**src/rtl/secded_decodificador_pipe.sv**
```systemverilog
// Pipelined Hamming SECDED decoder with a valid/ready stream and error counters.
// Optional macro SECDED_CNT_EN builds the error counters; without it they are tied to zero.
// Codeword: in_code[i] (i < CW-1) is Hamming position i+1, in_code[CW-1] is the global parity.
module secded_decodificador_pipe #(
    parameter int unsigned DATA_W = 4,
    parameter int unsigned CNT_W  = 8,
    localparam int unsigned PAR_W = (DATA_W <= 1)   ? 2 :
                                    (DATA_W <= 4)   ? 3 :
                                    (DATA_W <= 11)  ? 4 :
                                    (DATA_W <= 26)  ? 5 :
                                    (DATA_W <= 57)  ? 6 :
                                    (DATA_W <= 120) ? 7 : 8,
    localparam int unsigned CW    = DATA_W + PAR_W + 1
) (
    input  logic              clk,
    input  logic              rst,
    input  logic              in_valid,
    output logic              in_ready,
    input  logic [CW-1:0]     in_code,
    output logic              out_valid,
    input  logic              out_ready,
    output logic [DATA_W-1:0] out_data,
    output logic [PAR_W:0]    out_sindrome,
    output logic [1:0]        out_estado,
    input  logic              clr_cnt,
    output logic [CNT_W-1:0]  cnt_simple,
    output logic [CNT_W-1:0]  cnt_doble
);

    localparam logic [1:0] EST_OK    = 2'b00;
    localparam logic [1:0] EST_CORR  = 2'b01;
    localparam logic [1:0] EST_UNCOR = 2'b10;

    // Positions (1-based) whose index has bit k set contribute to syndrome bit k.
    function automatic logic [CW-2:0] syn_mask(input int unsigned k);
        logic [CW-2:0] m;
        m = '0;
        for (int unsigned i = 0; i < CW - 1; i++) begin
            m[i] = ((i + 1) & (32'd1 << k)) != 0;
        end
        return m;
    endfunction

    // Hamming position (1-based) holding data bit j: the j-th non-power-of-two position.
    function automatic int unsigned data_pos(input int unsigned j);
        int unsigned cnt;
        int unsigned pos;
        cnt = 0;
        pos = 1;
        for (int unsigned p = 1; p < CW; p++) begin
            if ((p & (p - 1)) != 0) begin
                if (cnt == j) pos = p;
                cnt++;
            end
        end
        return pos;
    endfunction

    logic              s1_valid;
    logic [CW-2:0]     s1_code;
    logic [PAR_W-1:0]  s1_s;
    logic              s1_g;

    logic              s2_adv_c;
    logic              s1_adv_c;
    logic [PAR_W-1:0]  syn_c;
    logic              glob_c;
    logic [1:0]        est_c;
    logic [CW-2:0]     fixed_c;
    logic [DATA_W-1:0] data_c;

    // Stage advance conditions; the input side is blocked while in reset.
    assign s2_adv_c = !out_valid || out_ready;
    assign s1_adv_c = !s1_valid || s2_adv_c;
    assign in_ready = s1_adv_c && !rst;

    // Syndrome and global parity of the incoming word.
    always_comb begin
        syn_c = '0;
        for (int unsigned k = 0; k < PAR_W; k++) begin
            syn_c[k] = ^(in_code[CW-2:0] & syn_mask(k));
        end
        glob_c = ^in_code;
    end

    // Classify the stage-1 word and flip the erroneous position when correctable.
    always_comb begin
        est_c   = EST_UNCOR;
        fixed_c = s1_code;
        if (s1_s == '0 && !s1_g) begin
            est_c = EST_OK;
        end else if (s1_g && (32'(s1_s) <= CW - 1)) begin
            est_c = EST_CORR;
        end
        if (est_c == EST_CORR) begin
            for (int unsigned i = 0; i < CW - 1; i++) begin
                if (32'(s1_s) == i + 1) fixed_c[i] = ~s1_code[i];
            end
        end
    end

    // Gather data bits from the non-power-of-two positions.
    for (genvar j = 0; j < DATA_W; j++) begin : g_data
        assign data_c[j] = fixed_c[data_pos(j) - 1];
    end

    // Stage-1 valid flag.
    always_ff @(posedge clk) begin
        if (rst) begin
            s1_valid <= 1'b0;
        end else if (s1_adv_c) begin
            s1_valid <= in_valid;
        end
    end

    // Stage-1 payload: raw positions, syndrome and global parity.
    always_ff @(posedge clk) begin
        if (s1_adv_c && in_valid) begin
            s1_code <= in_code[CW-2:0];
            s1_s    <= syn_c;
            s1_g    <= glob_c;
        end
    end

    // Stage-2 output register; holds while the consumer stalls.
    always_ff @(posedge clk) begin
        if (rst) begin
            out_valid    <= 1'b0;
            out_data     <= '0;
            out_sindrome <= '0;
            out_estado   <= EST_OK;
        end else if (s2_adv_c) begin
            out_valid <= s1_valid;
            if (s1_valid) begin
                out_data     <= data_c;
                out_sindrome <= {s1_g, s1_s};
                out_estado   <= est_c;
            end
        end
    end

`ifdef SECDED_CNT_EN
    logic deliver_c;
    assign deliver_c = out_valid && out_ready;

    // Saturating error counters, updated on delivery; clear has priority.
    always_ff @(posedge clk) begin
        if (rst || clr_cnt) begin
            cnt_simple <= '0;
            cnt_doble  <= '0;
        end else if (deliver_c) begin
            if (out_estado == EST_CORR && cnt_simple != '1) begin
                cnt_simple <= cnt_simple + CNT_W'(1);
            end
            if (out_estado == EST_UNCOR && cnt_doble != '1) begin
                cnt_doble <= cnt_doble + CNT_W'(1);
            end
        end
    end
`else
    logic unused_clr_c;
    assign unused_clr_c = clr_cnt;
    assign cnt_simple   = '0;
    assign cnt_doble    = '0;
`endif

endmodule

```
**config.mk**
```make
export PLATFORM = sky130hd
export DESIGN_NAME = secded_decodificador_pipe
export DESIGN_NICKNAME = d
export VERILOG_FILES = /design/src/rtl/secded_decodificador_pipe.sv
export SDC_FILE = /design/constraint.sdc
export NUM_CORES = 1
export LEC_CHECK = 0
export CAP_MARGIN = 30
export CORE_UTILIZATION = 30
export CTS_CLUSTER_SIZE = 16
export DETAILED_ROUTE_END_ITERATION = 10
export DONT_BUFFER_PORTS = 1
export HOLD_SLACK_MARGIN = 0.08
export PLACE_DENSITY_LB_ADDON = 0.08
export SLEW_MARGIN = 30
export SYNTH_ARGS = -nofsm -noshare
export SYNTH_HDL_FRONTEND = slang
export SYNTH_SLANG_ARGS = --single-unit
export TNS_END_PERCENT = 100
```
**constraint.sdc**
```tcl
create_clock -name clk -period 4.2 [get_ports clk]
set_input_delay 1.05 -clock clk [delete_from_list [all_inputs] [get_ports clk]]
set_output_delay 1.05 -clock clk [all_outputs]
set_load 0.005 [all_outputs]
```
==> impl_metrics.json <==
{
  "outcome": "finished, final reports clean",
  "finalSetupViolCount": 0,
  "cts_tree": "done",
  "hold_buffers": 0,
  "powerDensity_nw_per_um2": 381.5,
  "synth.area.top_cells": "dfxtp_1, edfxtp_1, buf_4",
  "grt_max_degree": 14,
  "finClkSkew_ns": 0.001378,
  "die_area_um2": 3515,
  "cts_buffers": 3,
  "routed_wl_mm": 1.601,
  "period_minus_slack_ns": 2.785,
  "cp-startpoint": "out_ready",
  "seq_area_frac_synth": 0.4879,
  "yosysWarningCount": 0,
  "crit_buf_inv": 0,
  "path_class": "input pin to primary output",
  "finalCritPeriodShare": 0.6631,
  "rsz0062_at_grt": "no",
  "diodes": 0,
  "chipHeight_um": 59.29,
  "synth_top_cell_area_share": 0.2440,
  "fp-row-count": 20,
  "setup_tns_ns": 0,
  "p_sw_frac": 0.2553,
  "root_buffer": "clkbuf_4",
  "regToRegSetupSlack_ns": 2.58,
  "power_switching_uw": 96.17,
  "post-cts-setup-buffers": 0,
  "cap_viol_max_count": 0,
  "r2r-start": "out_valid$_SDFFE_PP0P_",
  "core_um2": 3078,
  "slowest_stage": "nor2b_1",
  "netlist-cell-type-count": 22,
  "worst-path-max-fanout": 11,
  "ir_worst_vdd_uv": 89.30,
  "synth_top_area_cell": "dfxtp_1",
  "ioPinCount": 41,
  "crit_path_end_kind": "primary output",
  "grt_pass1_wl_mm": 2.366,
  "drt-initial-drc-count": 8,
  "fin_nets": 107,
  "grt_usage": 0.09229,
  "cp_num_cells": 2,
  "p_clk_frac": 0.237,
  "r2r_cells": 2,
  "gp_congestion": 0.7200,
  "cts.path.max_buffers": 2,
  "crit_path_start_kind": "input pin",
  "cts_sinks": 20,
  "drive_gt1_frac": 0.04301,
  "ant_nets": 0,
  "cts.clk_slew.worst_paths_ns": 0.10,
  "dp_hpwl_mm": 1.198,
  "cpPeakStageDelay_ns": 0.49,
  "cp.arrival_ns": 1.74,
  "finalMaxSlewViolations": 0,
  "fillCellCount": 329,
  "syn_area_per_cell_um2": 10.48,
  "required_ns": 3.15,
  "overflow": 0,
  "finalHoldViolations": 0,
  "clock_latency_ns": 0.29,
  "regToRegEndpoint": "s1_code[2]$_DFFE_PP_",
  "syn_area_um2": 984.7,
  "dr_total_vias": 632,
  "antenna_found_initial": 0,
  "ys_ff_latch": 20,
  "syn-instance-count": 94,
  "io_buffer_count": 0,
  "multiInputGateArea_um2": 421.7,
  "dieWidth_um": 59.29,
  "holdWs_ns": 0.5037,
  "grt_pass1_vias": 574,
  "tightest_slew_ns": 0.6728,
  "hold_class": "flop to flop",
  "p_leak_uw": 0.0003473,
  "initial_core_util": 0.3199,
  "drc": 0,
  "htreeDepth": 1,
  "drt-pass1-iter-count": 2,
  "ctsResizeCount": 0,
  "avgRoutedWirePerCell_um": 11.69,
  "finalPower_uw": 376.7,
  "seqCellArea_um2": 480.5,
  "p_int_uw": 280.5,
  "relSlewSlack": 0.5505,
  "critPathTopFamily": "simple AND/OR/NAND/NOR gates",
  "area_delta_synth_final_pct": 0.2542,
  "via_per_inst": 4.613,
  "critPathCapture": "in_ready",
  "fmax_ghz": 0.3591,
  "p_comb_frac": 0.128,
  "crit_chain": "nor2b_1, a21oi_1",
  "power.share.sequential": 0.635
}
[placed cells by master, fill, tap and decap left out, types with 2 or more instances in the layout]
cell type	n
edfxtp_1	8
xnor2_1	6
a211oi_1	4
xor2_1	6
conb_1	16
nand3_1	4
nand4b_1	3
dfxtp_1	12
clkbuf_4	3
a21oi_1	13
nor2_1	2
o21ai_0	6
[metal layers]
metal,part of all wire,routed length [um],track usage,vias up
met5,0,0,0,-
met4,0.022,36,0.06463,0
met3,0.069,110,0.01965,4
met2,0.47,759,0.1541,35
met1,0.43,695,0.1043,298
li1,-,-,-,295
[power by group through the flow]
stage	Clock [uW]	Sequential, uW	Combinational, uW
4_1_cts	94.3	239	48.9
2_1_floorplan	0	238	55.3
3_3_place_gp	0	244	47.8
6_report	89.2	239	48.3
3_5_place_dp	0	243	48.7
5_1_grt	101	241	55.1
[cell type report]
type,instances,area share
clock inverter,1,0.003802
inverter,1,0.003802
sequential,20,0.4867
tap,44,0.05577
multi-input combinational,68,0.4271
clock buffer,3,0.02281
[metrics by stage]
| stage | utilization | std cells | setup slack, ns | cell area, um^2 |
|---|---|---|---|---|
| final | 0.3207 | 137 | 1.415 | 987.2 |
| after global routing | 0.3207 | 137 | 1.333 | 987.2 |
| after CTS | 0.3207 | 137 | 1.399 | 987.2 |
| after detailed placement | 0.3122 | 133 | 1.401 | 960.9 |
| after global placement | 0.3122 | 133 | 1.464 | 960.9 |
| after floorplan | - | 109 | 1.646 | 1041 |
[state kept, by name, indices dropped and copies added (netlist names)]
register	count
s1_code	4
s1_g	1
s1_valid	1
out_data	4
out_estado	2
out_sindrome	4
out_valid	1
s1_s	3
[how the worst min path moves through the flow]
stage,cells past startpoint,to,startpoint
floorplan,2,out_estado[1]$_SDFFE_PP0P_,out_estado[1]$_SDFFE_PP0P_
global placement,2,out_estado[0]$_SDFFE_PP0P_,out_estado[0]$_SDFFE_PP0P_
detailed placement,2,out_estado[1]$_SDFFE_PP0P_,out_estado[1]$_SDFFE_PP0P_
CTS,2,out_estado[1]$_SDFFE_PP0P_,out_estado[1]$_SDFFE_PP0P_
global route,2,out_sindrome[2]$_SDFFE_PP0P_,out_sindrome[2]$_SDFFE_PP0P_
finish,2,out_sindrome[0]$_SDFFE_PP0P_,out_sindrome[0]$_SDFFE_PP0P_
[logic make-up after synthesis]
kind of cell,share of synthesized area
other,0.003808
DFF,0.4879
buffers and inverters,0.1410
AOI/OAI and AO/OA,0.1347
xor gates and xnor gates,0.1461
and+or+nand+nor,0.08642
[cells in the mapped netlist, drive strengths merged]
cell     n
a211oi   4
a21boi   1
a21oi   13
buf     16
clkbuf   4
conb     1
dfxtp   12
edfxtp   8
inv      1
nand2b   1
nand3    4
nand4    1
nand4b   3
nor2     2
nor2b    1
nor3     1
o21ai    6
or4      1
xnor2    6
xnor3    1
xor2     7
Note: power is estimated with default switching activity, not from simulation.
